File: config.mk
export PLATFORM = sky130hd
export DESIGN_NAME = brz_slice_arbiter
export DESIGN_NICKNAME = d
export VERILOG_FILES = /design/src/rtl/brz_slice_arb_pkg.sv /design/src/rtl/brz_rr_pick.sv /design/src/rtl/brz_slice_arbiter.sv
export SDC_FILE = /design/constraint.sdc
export NUM_CORES = 1
export LEC_CHECK = 0
export CAP_MARGIN = 10
export CORE_MARGIN = 2
export CORE_UTILIZATION = 40
export CTS_CLUSTER_DIAMETER = 200
export CTS_CLUSTER_SIZE = 14
export DETAILED_ROUTE_END_ITERATION = 10
export PLACE_DENSITY = 0.92
export RECOVER_POWER = 25
export SYNTH_ARGS = -nofsm -noshare
export SYNTH_HDL_FRONTEND = slang
export SYNTH_SLANG_ARGS = --single-unit
File: constraint.sdc
create_clock -name clk -period 2.75 [get_ports clk]
set_clock_uncertainty 0.1 [all_clocks]
set_input_delay 0.6875 -clock clk [delete_from_list [all_inputs] [get_ports clk]]
set_output_delay 0.6875 -clock clk [all_outputs]
set_load 0.01 [all_outputs]
File: src/rtl/brz_slice_arb_pkg.sv
// Shared types for the brz_slice_arbiter slice: FSM state encoding,
// requester index type and the helper used by the round-robin picker.
package brz_slice_arb_pkg;

    localparam int N_REQ = 2;

    typedef enum logic [1:0] {
        IDLE  = 2'd0,
        FETCH = 2'd1,
        ACK   = 2'd2,
        RTZ   = 2'd3
    } arb_state_t;

    typedef logic req_idx_t;

    // With only two requesters, the "other" consumer is the bitwise inverse.
    function automatic req_idx_t otherIdx(input req_idx_t idx);
        return ~idx;
    endfunction

endpackage

File: src/rtl/brz_rr_pick.sv
// Two-way round-robin picker. A lone request always wins. When both
// consumers request at once, the one that was not served last wins.
module brz_rr_pick
    import brz_slice_arb_pkg::*;
(
    input  logic [N_REQ-1:0] req,
    input  req_idx_t         last,
    output logic             valid,
    output req_idx_t         idx
);

    // Choose a winner from the current request vector and last-served index.
    always_comb begin
        valid = |req;
        idx   = 1'b0;
        if (req == 2'b11) begin
            idx = otherIdx(last);
        end else if (req[1]) begin
            idx = 1'b1;
        end
    end

endmodule

File: src/rtl/brz_slice_arbiter.sv
// Two-consumer arbiter sharing one 4-phase pull channel. Each consumer
// receives its own bit-slice of the shared producer word.
// Optional feature macro: BRZ_SLICE_CAPTURE_EN. When it is defined, the
// slices are captured on the FETCH->ACK edge, the producer request is
// released as ACK is entered, and consumers see the captured data.
module brz_slice_arbiter
    import brz_slice_arb_pkg::*;
#(
    parameter int IN_W  = 18,
    parameter int OUT_W = 16,
    parameter int LOW0  = 1,
    parameter int LOW1  = 0,
    parameter int CNT_W = 16
) (
    input  logic             clk,
    input  logic             rst_n,
    input  logic             out0_0r,
    output logic             out0_0a,
    output logic [OUT_W-1:0] out0_0d,
    input  logic             out1_0r,
    output logic             out1_0a,
    output logic [OUT_W-1:0] out1_0d,
    output logic             inp_0r,
    input  logic             inp_0a,
    input  logic [IN_W-1:0]  inp_0d,
    output logic             busy,
    output logic             grant,
    output logic [CNT_W-1:0] xfer_cnt
);

    arb_state_t       r_state;
    arb_state_t       w_stateNext;
    logic             r_inpReq;
    logic             r_ack0;
    logic             r_ack1;
    logic             r_busy;
    req_idx_t         r_grant;
    req_idx_t         r_last;
    logic [CNT_W-1:0] r_cnt;

    logic             w_inpReqNext;
    logic             w_ack0Next;
    logic             w_ack1Next;
    logic             w_busyNext;
    req_idx_t         w_grantNext;
    req_idx_t         w_lastNext;
    logic [CNT_W-1:0] w_cntNext;

    logic             w_pickValid;
    req_idx_t         w_pickIdx;
    logic             w_grantReq;
    logic [OUT_W-1:0] w_slice0;
    logic [OUT_W-1:0] w_slice1;
    logic             w_unusedData;

    assign w_slice0     = inp_0d[LOW0 +: OUT_W];
    assign w_slice1     = inp_0d[LOW1 +: OUT_W];
    assign w_unusedData = ^inp_0d;
    assign w_grantReq   = r_grant ? out1_0r : out0_0r;

    brz_rr_pick u_pick (
        .req   ({out1_0r, out0_0r}),
        .last  (r_last),
        .valid (w_pickValid),
        .idx   (w_pickIdx)
    );

    // State register plus registered control outputs, all async-cleared.
    always_ff @(posedge clk or negedge rst_n) begin
        if (!rst_n) begin
            r_state  <= IDLE;
            r_inpReq <= 1'b0;
            r_ack0   <= 1'b0;
            r_ack1   <= 1'b0;
            r_busy   <= 1'b0;
            r_grant  <= 1'b0;
            r_last   <= 1'b1;
            r_cnt    <= '0;
        end else begin
            r_state  <= w_stateNext;
            r_inpReq <= w_inpReqNext;
            r_ack0   <= w_ack0Next;
            r_ack1   <= w_ack1Next;
            r_busy   <= w_busyNext;
            r_grant  <= w_grantNext;
            r_last   <= w_lastNext;
            r_cnt    <= w_cntNext;
        end
    end

    // Next-state: walk the four handshake phases of one transaction.
    always_comb begin
        w_stateNext = r_state;
        case (r_state)
            IDLE:    if (w_pickValid) w_stateNext = FETCH;
            FETCH:   if (inp_0a)      w_stateNext = ACK;
            ACK:     if (!w_grantReq) w_stateNext = RTZ;
            RTZ:     if (!inp_0a)     w_stateNext = IDLE;
            default: w_stateNext = IDLE;
        endcase
    end

    // Output logic: next values for the registered handshake and status outputs.
    always_comb begin
        w_inpReqNext = r_inpReq;
        w_ack0Next   = r_ack0;
        w_ack1Next   = r_ack1;
        w_busyNext   = r_busy;
        w_grantNext  = r_grant;
        w_lastNext   = r_last;
        w_cntNext    = r_cnt;
        case (r_state)
            IDLE: begin
                if (w_pickValid) begin
                    w_inpReqNext = 1'b1;
                    w_busyNext   = 1'b1;
                    w_grantNext  = w_pickIdx;
                end
            end
            FETCH: begin
                if (inp_0a) begin
                    w_ack0Next = (r_grant == 1'b0);
                    w_ack1Next = (r_grant == 1'b1);
`ifdef BRZ_SLICE_CAPTURE_EN
                    w_inpReqNext = 1'b0;
`endif
                end
            end
            ACK: begin
                if (!w_grantReq) begin
                    w_ack0Next   = 1'b0;
                    w_ack1Next   = 1'b0;
                    w_inpReqNext = 1'b0;
                end
            end
            RTZ: begin
                if (!inp_0a) begin
                    w_busyNext = 1'b0;
                    w_lastNext = r_grant;
                    w_cntNext  = r_cnt + 1'b1;
                end
            end
            default: begin
                w_inpReqNext = 1'b0;
                w_ack0Next   = 1'b0;
                w_ack1Next   = 1'b0;
                w_busyNext   = 1'b0;
            end
        endcase
    end

`ifdef BRZ_SLICE_CAPTURE_EN
    logic [OUT_W-1:0] r_data0;
    logic [OUT_W-1:0] r_data1;

    // Capture both slices as the producer acknowledges, so it may move on.
    always_ff @(posedge clk or negedge rst_n) begin
        if (!rst_n) begin
            r_data0 <= '0;
            r_data1 <= '0;
        end else if (r_state == FETCH && inp_0a) begin
            r_data0 <= w_slice0;
            r_data1 <= w_slice1;
        end
    end

    assign out0_0d = r_data0;
    assign out1_0d = r_data1;
`else
    assign out0_0d = w_slice0;
    assign out1_0d = w_slice1;
`endif

    assign inp_0r   = r_inpReq;
    assign out0_0a  = r_ack0;
    assign out1_0a  = r_ack1;
    assign busy     = r_busy;
    assign grant    = r_grant;
    assign xfer_cnt = r_cnt;

endmodule

# Word-level counts from Yosys, hierarchy flattened
# Cells that the tools add are included.
word_totals:
  mem_bits_ro: 0
  input_bits: 23
  ram_bits: 0
  ff_bits: 24
  latchBits: 0
  mem_count: 0
classes:
  add_sub_neg: 1
  bitwise_logic: 3
  n_eq_ne: 8
  multipliers: 0
  n_lt_le_gt_ge: 0
  n_mux: 17
  shifts: 0
  reduce_logical: 11
  div_mod_pow: 0
op_table:
  columns: ["op", "n"]
  rows:
  - ["$add A16 B1 Y16 const B", 1]
  - ["$reduce_and A3 Y1", 3]
  - ["$mux W1", 8]
  - ["$mux W2", 4]
  - ["$pmux W1 S2", 4]
  - ["$pmux W2 S4", 1]
  - ["$eq A2 B2 Y1 const B", 3]
  - ["$ne A2 B2 Y1 const B", 3]
  - ["$reduce_bool A2 Y1", 3]
  - ["$reduce_and A2 Y1", 2]
  - ["$reduce_and A4 Y1", 1]
  - ["$not A1 Y1", 3]
  - ["$eq A2 B1 Y1 const B", 1]
  - ["$logic_not A2 Y1", 1]
  - ["$ne A2 B1 Y1 const B", 1]
  - ["$reduce_or A2 Y1", 1]

# Depth between registers and ports, before layout
# Gate-level depths: netlist of run 1.
logic_depth:
  depth_word: 3
  depth_mapped: 6
  mapped_depth_nobuf: 6

# Modules after synthesis
# Synthesis of run 1 repeated with hierarchy kept, for this count alone.
unflattened:
  cells_unflattened: 132
  area_unflattened_um2: 1417.6
by_module_without_submodules:
  columns: ["mod", "instances", "cells_per_inst", "area_per_inst_um2"]
  rows:
  - ["brz_slice_arbiter", 1, 130, 1403.8]
  - ["brz_rr_pick", 1, 2, 13.8]

# Worst setup path before layout of run 1
# No wires, ideal clock.
synth_path:
  kind: "input -> register"
  start: "input out0_0r"
  end: "register r_ack0, in the netlist out0_0a"
  t_arrival_ns: 1.546
  path_slack_ns: 0.976
  setup_time_ns: 0.128
  path_buffers: 0
  cell_stages: 4
  required_ns: 2.522
  cell_sequence: "nor2b_1 > a21o_1 > a211oi_2 > mux2_1"
synth_between:
  elab_chain_len: 3
synth_rtl:
  columns: ["element", "line_no", "rtl"]
  rows:
  - ["start, declared", "brz_slice_arbiter.sv:17", "input logic out0_0r,"]
  - ["$mux W1", "brz_slice_arbiter.sv:59", "assign w_grantReq = r_grant ? out1_0r : out0_0r;"]
  - ["$ne A2 B2 Y1 (no source line)", null, null]
  - ["$reduce_and A3 Y1 (no source line)", null, null]
  - ["end signal, assigned", "brz_slice_arbiter.sv:82", "r_ack0 <= w_ack0Next;"]
  - ["end, declared", "brz_slice_arbiter.sv:34", "logic r_ack0;"]
# Every way passes these cells.
# A chain may end at the register's enable or synchronous reset.

# Worst setup path after layout of run 1
layout_path:
  start: "register r_grant, in the netlist grant"
  end: "output grant"
layout_rtl:
  columns: ["element", "line_no", "rtl"]
  rows:
  - ["start, declared", "brz_slice_arbiter.sv:37", "req_idx_t r_grant;"]
  - ["start signal, assigned", "brz_slice_arbiter.sv:85", "r_grant <= w_grantNext;"]
  - ["end, declared", "brz_slice_arbiter.sv:27", "output logic grant,"]
# No word-level cell between the ends.

==> metrics, run 1 <==
status=completed; Die Area=4000 µm²; slew of the pin with the lowest slew margin=1.28 ns; Placed Area=1480 µm²; final worst setup slack=0.564 ns; CP Class=reg2out; most common cell in the synthesized netlist=buf_4; Final nets=162; cell count after synthesis=134; Syn-to-layout area delta=7.66%; post-synthesis async set-or-reset flop share=100%; CTS Hold Bufs=0; final core utilization=44.9%; Seq/Total Area, Yosys=42.9%; net switching power=425 µW; quantity of I/O buffers inserted on ports=25; Yosys Warn Count=0; crit path max fanout=8; gr usage total=11.7%; setup TNS=0 ns; Die Y=63.2 µm; achievable clock frequency=457 MHz; I/O pin count=76; Comb pwr share=42.0%; die width=63.2 µm; # Post-CTS Setup Buffers=0; Crit path largest cell delay=0.59 ns; drt drc=0; Final Total Pwr=1.25 mW; via count=858; Final Hold Viols=0; Peak supply drop=0.000470 V; Top delay family on crit path=buffers and inverters; Clock Power Share=14.6%; max_cap viols=0; crit end category=output pin; vias in the first global route=857; Root Driver=clkbuf_4; RSZ-0062 raised after global routing=no; class of the worst hold path=reg2reg; mean area per synthesized cell=10.5 µm²; Finish-stage setup viols=0; final instance area=1510 µm²; pin count of the biggest net entering global routing=25; Worst-Skew Late Latency=0.30 ns; top post-synthesis cells by count=32 x buf_4, 23 x dfrtp_1, 12 x xnor2_1; Fill cells=345; critical path launch point type=flip-flop; WL final=2.19 mm; global route overflow=0; TritonCTS clock tree=done; Req. time, crit path=1.96 ns; Period Utilization, post-route=79.5%; Rel. slew slack=14.8%; post-synthesis register bit count=24; Final min period=2.19 ns; largest cells by area after synthesis=dfrtp_1 41%, buf_4 17%, xnor2_1 7.5%; library cells used by synthesis=32; via density per instance=4.82; EDFF count, synth=0; n_diodes=0; CTS Buf Count=3; Pwr Density=824 nW/µm²; share of cells above drive strength 1=6.82%; final slew viol count=0; area fraction of the dominant cell type after synthesis=41.0%; CP max stage cell=clkdlybuf4s50_1; clock-pin slew on the worst setup and hold paths=0.13 ns; sw frac=34.1%; CP cell instances=clkdlybuf4s50_1; Initial DRC Count=31; CP Buf/Inv Count=1; drt first pass iters=2; Main synth FF type=dfrtp_1; H-tree depth=1; Mapped Area=1400 µm²; Cell Rows=21; Pleak=0.653 nW; Initial Util=41.7%; clock buffer depth=2; Detail Route Antenna Nets=0; first-pass GRT wire length=3.78 mm; Flop pwr share=43.5%; RD Place Congestion=0.768; CP arrival=1.40 ns; initial antenna violation count=0; Num Clock Sinks=24; hpwl dp=1.67 mm; post-CTS sizing=0; Pint=820 µW; Syn Nets=163; Placement Setup Slack=0.328 ns; area leader, netlist=dfrtp_1; core area=3360 µm²; WL per Instance=12.3 µm
## layout by cell type (no fill, tap or decap), types with 2 or more instances in the layout
cell type        count
and4_1               2
xnor2_1             12
nor2_1               6
nor2b_1              3
nand3_1              3
inv_1                4
mux2_2               2
nand2_1             10
nand4_1              6
a21o_1               2
o21ai_0              3
clkdlybuf4s50_1     24
dfrtp_1             23
ha_1                 6
xor2_1               3
clkbuf_4             3
## cells by family (layout without fill, tap and decap cells)
logic type,after synthesis,in the layout,synth area share [%]
and+or+nand+nor,36,36,13.8
buffers and inverters,36,34,18.2
DFF,24,24,42.9
xor gates and xnor gates,15,15,9.36
AOI/OAI and AO/OA,12,12,6.24
adders and majority gates,6,6,5.35
muxes,5,5,4.19
## cell type report
| cell class | instances | area (µm²) | share of cell area [%] |
|---|---|---|---|
| clock buffer | 4 | 36.3 | 2.40 |
| inverter | 4 | 15.0 | 0.993 |
| multi-input combinational | 74 | 547 | 36.2 |
| sequential | 24 | 602 | 39.8 |
| tap | 46 | 57.6 | 3.81 |
| timing repair buffer | 26 | 254 | 16.8 |
## path summary, 6_finish.rpt
path / from / end / slack, ns / depth (start not counted)
worst min-delay path: xfer_cnt[15] / xfer_cnt[15] / 0.38 / 1
worst max-delay path: grant / grant / 0.56 / 1
max in group asynchronous: rst_n / xfer_cnt[2] / 0.74 / 2
worst min register to register: xfer_cnt[15] / xfer_cnt[15] / 0.38 / 1
min in group asynchronous: rst_n / xfer_cnt[10] / 1.07 / 2
worst max register to register: r_state[0] / r_state[1] / 0.83 / 6
## per-layer routing
layer,wire length [µm],global-route usage (%)
met5,0,0
met3,128,1.96
met2,1120,21.0
met1,932,13.7
met4,12,5.16
## metrics by stage
stage,std cells,hold WS (ns)
2_1_floorplan,134,0.292
3_3_place_gp,174,0.358
3_5_place_dp,174,0.375
4_1_cts,178,0.393
5_1_grt,178,0.424
6_report,178,0.383
## state kept, by name, summed over array words and instances, names as in the netlist
| signal | flops |
|---|---|
| inp_0r | 1 |
| busy | 1 |
| r_last | 1 |
| out0_0a | 1 |
| grant | 1 |
| out1_0a | 1 |
| r_state | 2 |
| xfer_cnt | 16 |
## power groups by stage
stage / Sequential (mW) / Combinational (mW) / Clock, mW
2_1_floorplan: 0.559 / 0.355 / 0
3_3_place_gp: 0.546 / 0.511 / 0
3_5_place_dp: 0.550 / 0.534 / 0
4_1_cts: 0.544 / 0.535 / 0.192
5_1_grt: 0.560 / 0.592 / 0.203
6_report: 0.541 / 0.523 / 0.181
No activity file was read; power rests on OpenSTA's default activity.
==> run 2: changes to the inputs <==
CORE_UTILIZATION = 35   (was 40)
PLACE_DENSITY = 0.86   (was 0.92)
clock period = 1.93 ns   (was 2.75 ns; I/O delays follow)
==> metrics, run 2 (same netlist as run 1, synthesis figures left out) <==
Placed Area=1570 µm² (was 1480 µm²); multi-input logic area=552 µm² (was 547 µm²); crit path max fanout=6 (was 8); Period Utilization, post-route=96.4%; Worst path depth=1 (unchanged); die width=67.3 µm (was 63.2 µm); Crit path largest cell delay=0.57 ns (was 0.59 ns); Final nets=175 (was 162); Req. time, crit path=1.35 ns (was 1.96 ns); R2R Setup Slk=0.12 ns (was 0.83 ns); Syn-to-layout area delta=18.2% (was 7.66%); final slew viol count=0 (unchanged); commonest non-fill, non-tap cell in the layout=clkdlybuf4s50_1 (unchanged); net switching power=652 µW (was 425 µW); Finish-stage setup viols=0 (unchanged); slew of the pin with the lowest slew margin=0.586 ns (was 1.28 ns); Final min period=1.86 ns; Rel. slew slack=60.9% (was 14.8%); Layout Cells excl Fill=195 (was 178); Pint=1.43 mW (was 820 µW); max reg flops=16 (unchanged); drt drc=0 (unchanged); CP Buf/Inv Count=1 (unchanged); clock-pin slew on the worst setup and hold paths=0.08 ns (was 0.13 ns); CP max stage cell=clkdlybuf4s50_1 (unchanged); RSZ-0062 raised after global routing=no (unchanged); first-pass GRT wire length=4.11 mm (was 3.78 mm); Detail Route Antenna Nets=0 (unchanged); hpwl dp=1.83 mm (was 1.67 mm); I/O pin count=76 (unchanged); Pleak=0.733 nW (was 0.653 nW); global route overflow=0 (unchanged); drt first pass iters=2 (unchanged); Reg2Reg Launch Point=r_state[0] (unchanged); Root Driver=clkbuf_8 (was clkbuf_4); final worst setup slack=0.0690 ns (was 0.564 ns); CTS Hold Bufs=0 (unchanged); Flop pwr share=37.2% (was 43.5%); sw frac=31.4% (was 34.1%); final instance area=1660 µm² (was 1510 µm²); clock buffer depth=2 (unchanged); pin count of the biggest net entering global routing=25 (unchanged); vias in the first global route=932 (was 857); crit end category=output pin (unchanged); via density per instance=4.80 (was 4.82); WL final=2.42 mm (was 2.19 mm); core area=3940 µm² (was 3360 µm²); Pwr Density=1250 nW/µm² (was 824 nW/µm²); CP arrival=1.28 ns (was 1.40 ns); R2R cell count=6 (unchanged); Clock Power Share=21.0% (was 14.6%); Final Hold Viols=0 (unchanged); Die Y=67.3 µm (was 63.2 µm); crit path from=xfer_cnt[2] (was grant); Peak supply drop=0.000691 V (was 0.000470 V); Placement Setup Slack=-0.164 ns (was 0.328 ns); r2r endpoint=r_state[1] (unchanged); initial antenna violation count=0 (unchanged); Worst-Skew Late Latency=0.26 ns (was 0.30 ns); Num Clock Sinks=24 (unchanged); class of the worst hold path=reg2reg (unchanged); final core utilization=42.1% (was 44.9%); gr usage total=12.1% (was 11.7%); hold endpoint=xfer_cnt[15] (unchanged); WL per Instance=12.4 µm (was 12.3 µm); Die Area=4530 µm² (was 4000 µm²); Cell Rows=23 (was 21); Fill cells=376 (was 345); critical path launch point type=flip-flop (unchanged); Initial DRC Count=50 (was 31); H-tree depth=1 (unchanged); setup TNS=0 ns (unchanged); achievable clock frequency=537 MHz; Worst Hold Path Cells=1 (unchanged); CP cell instances=clkdlybuf4s50_1 (unchanged); CTS Buf Count=3 (unchanged); Initial Util=35.6% (was 41.7%); dpl cells=190 (was 174); TritonCTS clock tree=done (unchanged); Min-Delay Startpoint=xfer_cnt[15] (unchanged); n_diodes=0 (unchanged); max_cap viols=0 (unchanged); most frequent cells in the layout=24 x clkdlybuf4s50_1, 20 x dfrtp_1, 13 x buf_4 (was 24 x clkdlybuf4s50_1, 23 x dfrtp_1, 12 x xnor2_1); RD Place Congestion=0.754 (was 0.768); register area=606 µm² (was 602 µm²); quantity of I/O buffers inserted on ports=25 (unchanged); share of cells above drive strength 1=18.6% (was 6.82%); Top delay family on crit path=buffers and inverters (unchanged); Comb pwr share=41.8% (was 42.0%); status=completed (unchanged); CP Class=reg2out (unchanged); via count=936 (was 858)
run 2: changes by cell type in the layout (fill, tap and decap cells not counted), moves of 2 or more:
cell / previous run / this run
clkbuf_8: 1 / 3
clkbuf_4: 3 / 0
buf_4: 0 / 13
dfrtp_2: 0 / 3
dfrtp_1: 23 / 20
run 2: through the flow:
step	hold WS (ns)	power, mW
floorplan	0.0869	1.30
global placement	0.359	1.61
detailed placement	0.379	1.64
CTS	0.396	2.09
global route	0.422	2.24
finish	0.384	2.08
run 2: worst max-delay path by stage:
stage / to / slack (ns)
2_1_floorplan: r_state[1] / 0.16
3_3_place_gp: out0_0a / -0.15
3_5_place_dp: out0_0a / -0.16
4_1_cts: xfer_cnt[6] / 0.03
5_1_grt: out0_0a / 0.002
6_report: xfer_cnt[2] / 0.07
run 2: power by group through the flow:
| stage | clock network [mW] | logic [mW] | registers [mW] |
|---|---|---|---|
| floorplan | 0 | 0.506 | 0.796 |
| global placement | 0 | 0.831 | 0.776 |
| detailed placement | 0 | 0.859 | 0.784 |
| CTS | 0.451 | 0.864 | 0.777 |
| global route | 0.472 | 0.975 | 0.796 |
| finish | 0.437 | 0.868 | 0.773 |
run 2: layout make-up:
cell class	instances	area share (%)
repair buffers	39	21.3
flip-flops and latches	24	36.5
clock inverters	1	1.81
inverters	4	0.905
multi-input cells	74	33.3
well taps	50	3.77
clock buffers	3	2.49
run 2: metal layers:
layer  global-route usage [%]  vias to the layer above  wire length (µm)
li1                         -                      447                 -
met1                     12.7                      456               944
met5                        0                        -                 0
met2                     22.3                       25              1310
met4                     4.85                        0                36
met3                     3.83                        8               130
run 2: what timing repair did:
| action | 4_1_cts | 5_1_grt |
|---|---|---|
| buffers inserted | 0 | 1 |
| gates resized for setup | 1 | 3 |
| endpoints found under the setup margin | 1 | 4 |
==> run 3: changes to the inputs <==
SETUP_SLACK_MARGIN = 0.02   (was not set)
==> metrics, run 3 (same netlist as run 1, synthesis figures left out) <==
class of the worst hold path=reg2reg (unchanged); Period Utilization, post-route=96.0% (was 96.4%); Cell Rows=23 (unchanged); setup TNS=0 ns (unchanged); Worst-Skew Late Latency=0.27 ns (was 0.26 ns); Placement Setup Slack=-0.164 ns (unchanged); Initial DRC Count=45 (was 50); Final min period=1.85 ns (was 1.86 ns); H-tree depth=1 (unchanged); Crit path largest cell delay=0.56 ns (was 0.57 ns); hpwl dp=1.83 mm (unchanged); Root Driver=clkbuf_8 (unchanged); Final nets=176 (was 175); RD Place Congestion=0.754 (unchanged); via density per instance=4.78 (was 4.80); crit path max fanout=8 (was 6); Pleak=0.732 nW (was 0.733 nW); core area=3940 µm² (unchanged); n_diodes=0 (unchanged); Flop pwr share=36.9% (was 37.2%); drt drc=0 (unchanged); pin count of the biggest net entering global routing=25 (unchanged); quantity of I/O buffers inserted on ports=25 (unchanged); CP cell instances=clkdlybuf4s50_1 (unchanged); Rel. slew slack=59.1% (was 60.9%); max reg flops=16 (unchanged); gr usage total=12.1% (unchanged); drt first pass iters=4 (was 2); Peak supply drop=0.000688 V (was 0.000691 V); Detail Route Antenna Nets=0 (unchanged); vias in the first global route=932 (unchanged); Final Total Pwr=2.10 mW (was 2.08 mW); I/O pin count=76 (unchanged); CTS Buf Count=3 (unchanged); Req. time, crit path=1.35 ns (about the same); Die Area=4530 µm² (unchanged); CP Buf/Inv Count=1 (unchanged); most frequent cells in the layout=24 x clkdlybuf4s50_1, 16 x dfrtp_1, 14 x buf_4 (was 24 x clkdlybuf4s50_1, 20 x dfrtp_1, 13 x buf_4); Syn-to-layout area delta=19.1% (was 18.2%); Finish-stage setup viols=0 (unchanged); Initial Util=35.6% (unchanged); Clock Power Share=20.8% (was 21.0%); achievable clock frequency=540 MHz (was 537 MHz); WL final=2.45 mm (was 2.42 mm); Num Clock Sinks=24 (unchanged); initial antenna violation count=0 (unchanged); max_cap viols=0 (unchanged); final worst setup slack=0.0780 ns (was 0.0690 ns); Pint=1.44 mW (was 1.43 mW); RSZ-0062 raised after global routing=yes (was no); CP Class=reg2out (unchanged); final slew viol count=0 (unchanged); crit end category=output pin (unchanged); WL per Instance=12.5 µm (was 12.4 µm); CP arrival=1.27 ns (was 1.28 ns); first-pass GRT wire length=4.11 mm (unchanged); final instance area=1670 µm² (was 1660 µm²); global route overflow=0 (unchanged); commonest non-fill, non-tap cell in the layout=clkdlybuf4s50_1 (unchanged); Comb pwr share=42.3% (was 41.8%); Placed Area=1570 µm² (unchanged); clock buffer depth=2 (unchanged); CP max stage cell=clkdlybuf4s50_1 (unchanged); via count=937 (was 936); status=completed (unchanged); Final Hold Viols=0 (unchanged); net switching power=656 µW (was 652 µW); critical path launch point type=flip-flop (unchanged); share of cells above drive strength 1=21.9% (was 18.6%); sw frac=31.3% (was 31.4%); Top delay family on crit path=buffers and inverters (unchanged); TritonCTS clock tree=done (unchanged); clock-pin slew on the worst setup and hold paths=0.09 ns (was 0.08 ns); Die Y=67.3 µm (unchanged); slew of the pin with the lowest slew margin=0.614 ns (was 0.586 ns); die width=67.3 µm (unchanged); Pwr Density=1250 nW/µm² (about the same)
[run 3: changes by cell type in the layout (fill, tap and decap cells not counted), sizes merged]
| cell | delta |
|---|---|
| buf | +1 |
[run 3: metrics by stage]
step / util [%] / cells / hold slack, ns
5_1_grt: 42.4 / 196 / 0.422
3_3_place_gp: 39.9 / 190 / 0.359
2_1_floorplan: - / 134 / 0.0869
3_5_place_dp: 39.9 / 190 / 0.379
4_1_cts: 41.8 / 194 / 0.396
6_report: 42.4 / 196 / 0.384
[run 3: layer usage]
layer | share of wire, % | GRT usage (%) | up-vias
met4 | 1.5 | 4.85 | 0
met5 | 0 | 0 | -
met3 | 5.4 | 3.83 | 8
met1 | 40 | 12.7 | 457
li1 | - | - | 449
met2 | 53 | 22.3 | 23
[run 3: worst paths after layout]
kind                                    from           end  slack, ns  cells past startpoint
worst max-delay path                   grant         grant       0.08                      1
worst min-delay path            xfer_cnt[15]  xfer_cnt[15]       0.38                      1
worst max register to register    r_state[1]    r_state[1]       0.12                      6
worst min register to register  xfer_cnt[15]  xfer_cnt[15]       0.38                      1
max in group asynchronous              rst_n         grant       0.64                      2
min in group asynchronous              rst_n   xfer_cnt[5]       0.65                      2
[run 3: what timing repair did]
| action | CTS | global route |
|---|---|---|
| hold buffers | 0 | 0 |
| buffers inserted | 0 | 2 |
| resized for setup | 1 | 7 |
| setup endpoints to repair | 1 | 8 |
[run 3: cell type report]
| type | instances | area (µm²) |
|---|---|---|
| fill | 378 | 2270 |
| clock buffer | 3 | 41.3 |
| inverter | 4 | 15.0 |
| clock inverter | 1 | 30.0 |
| sequential | 24 | 611 |
| tap | 50 | 62.6 |
| timing repair buffer | 40 | 360 |
| multi-input combinational | 74 | 552 |
[run 3: power groups by stage]
| stage | registers (mW) | logic, mW | clock network [mW] |
|---|---|---|---|
| 2_1_floorplan | 0.796 | 0.506 | 0 |
| 3_3_place_gp | 0.776 | 0.831 | 0 |
| 3_5_place_dp | 0.784 | 0.859 | 0 |
| 4_1_cts | 0.777 | 0.864 | 0.451 |
| 5_1_grt | 0.794 | 0.997 | 0.472 |
| 6_report | 0.773 | 0.887 | 0.437 |
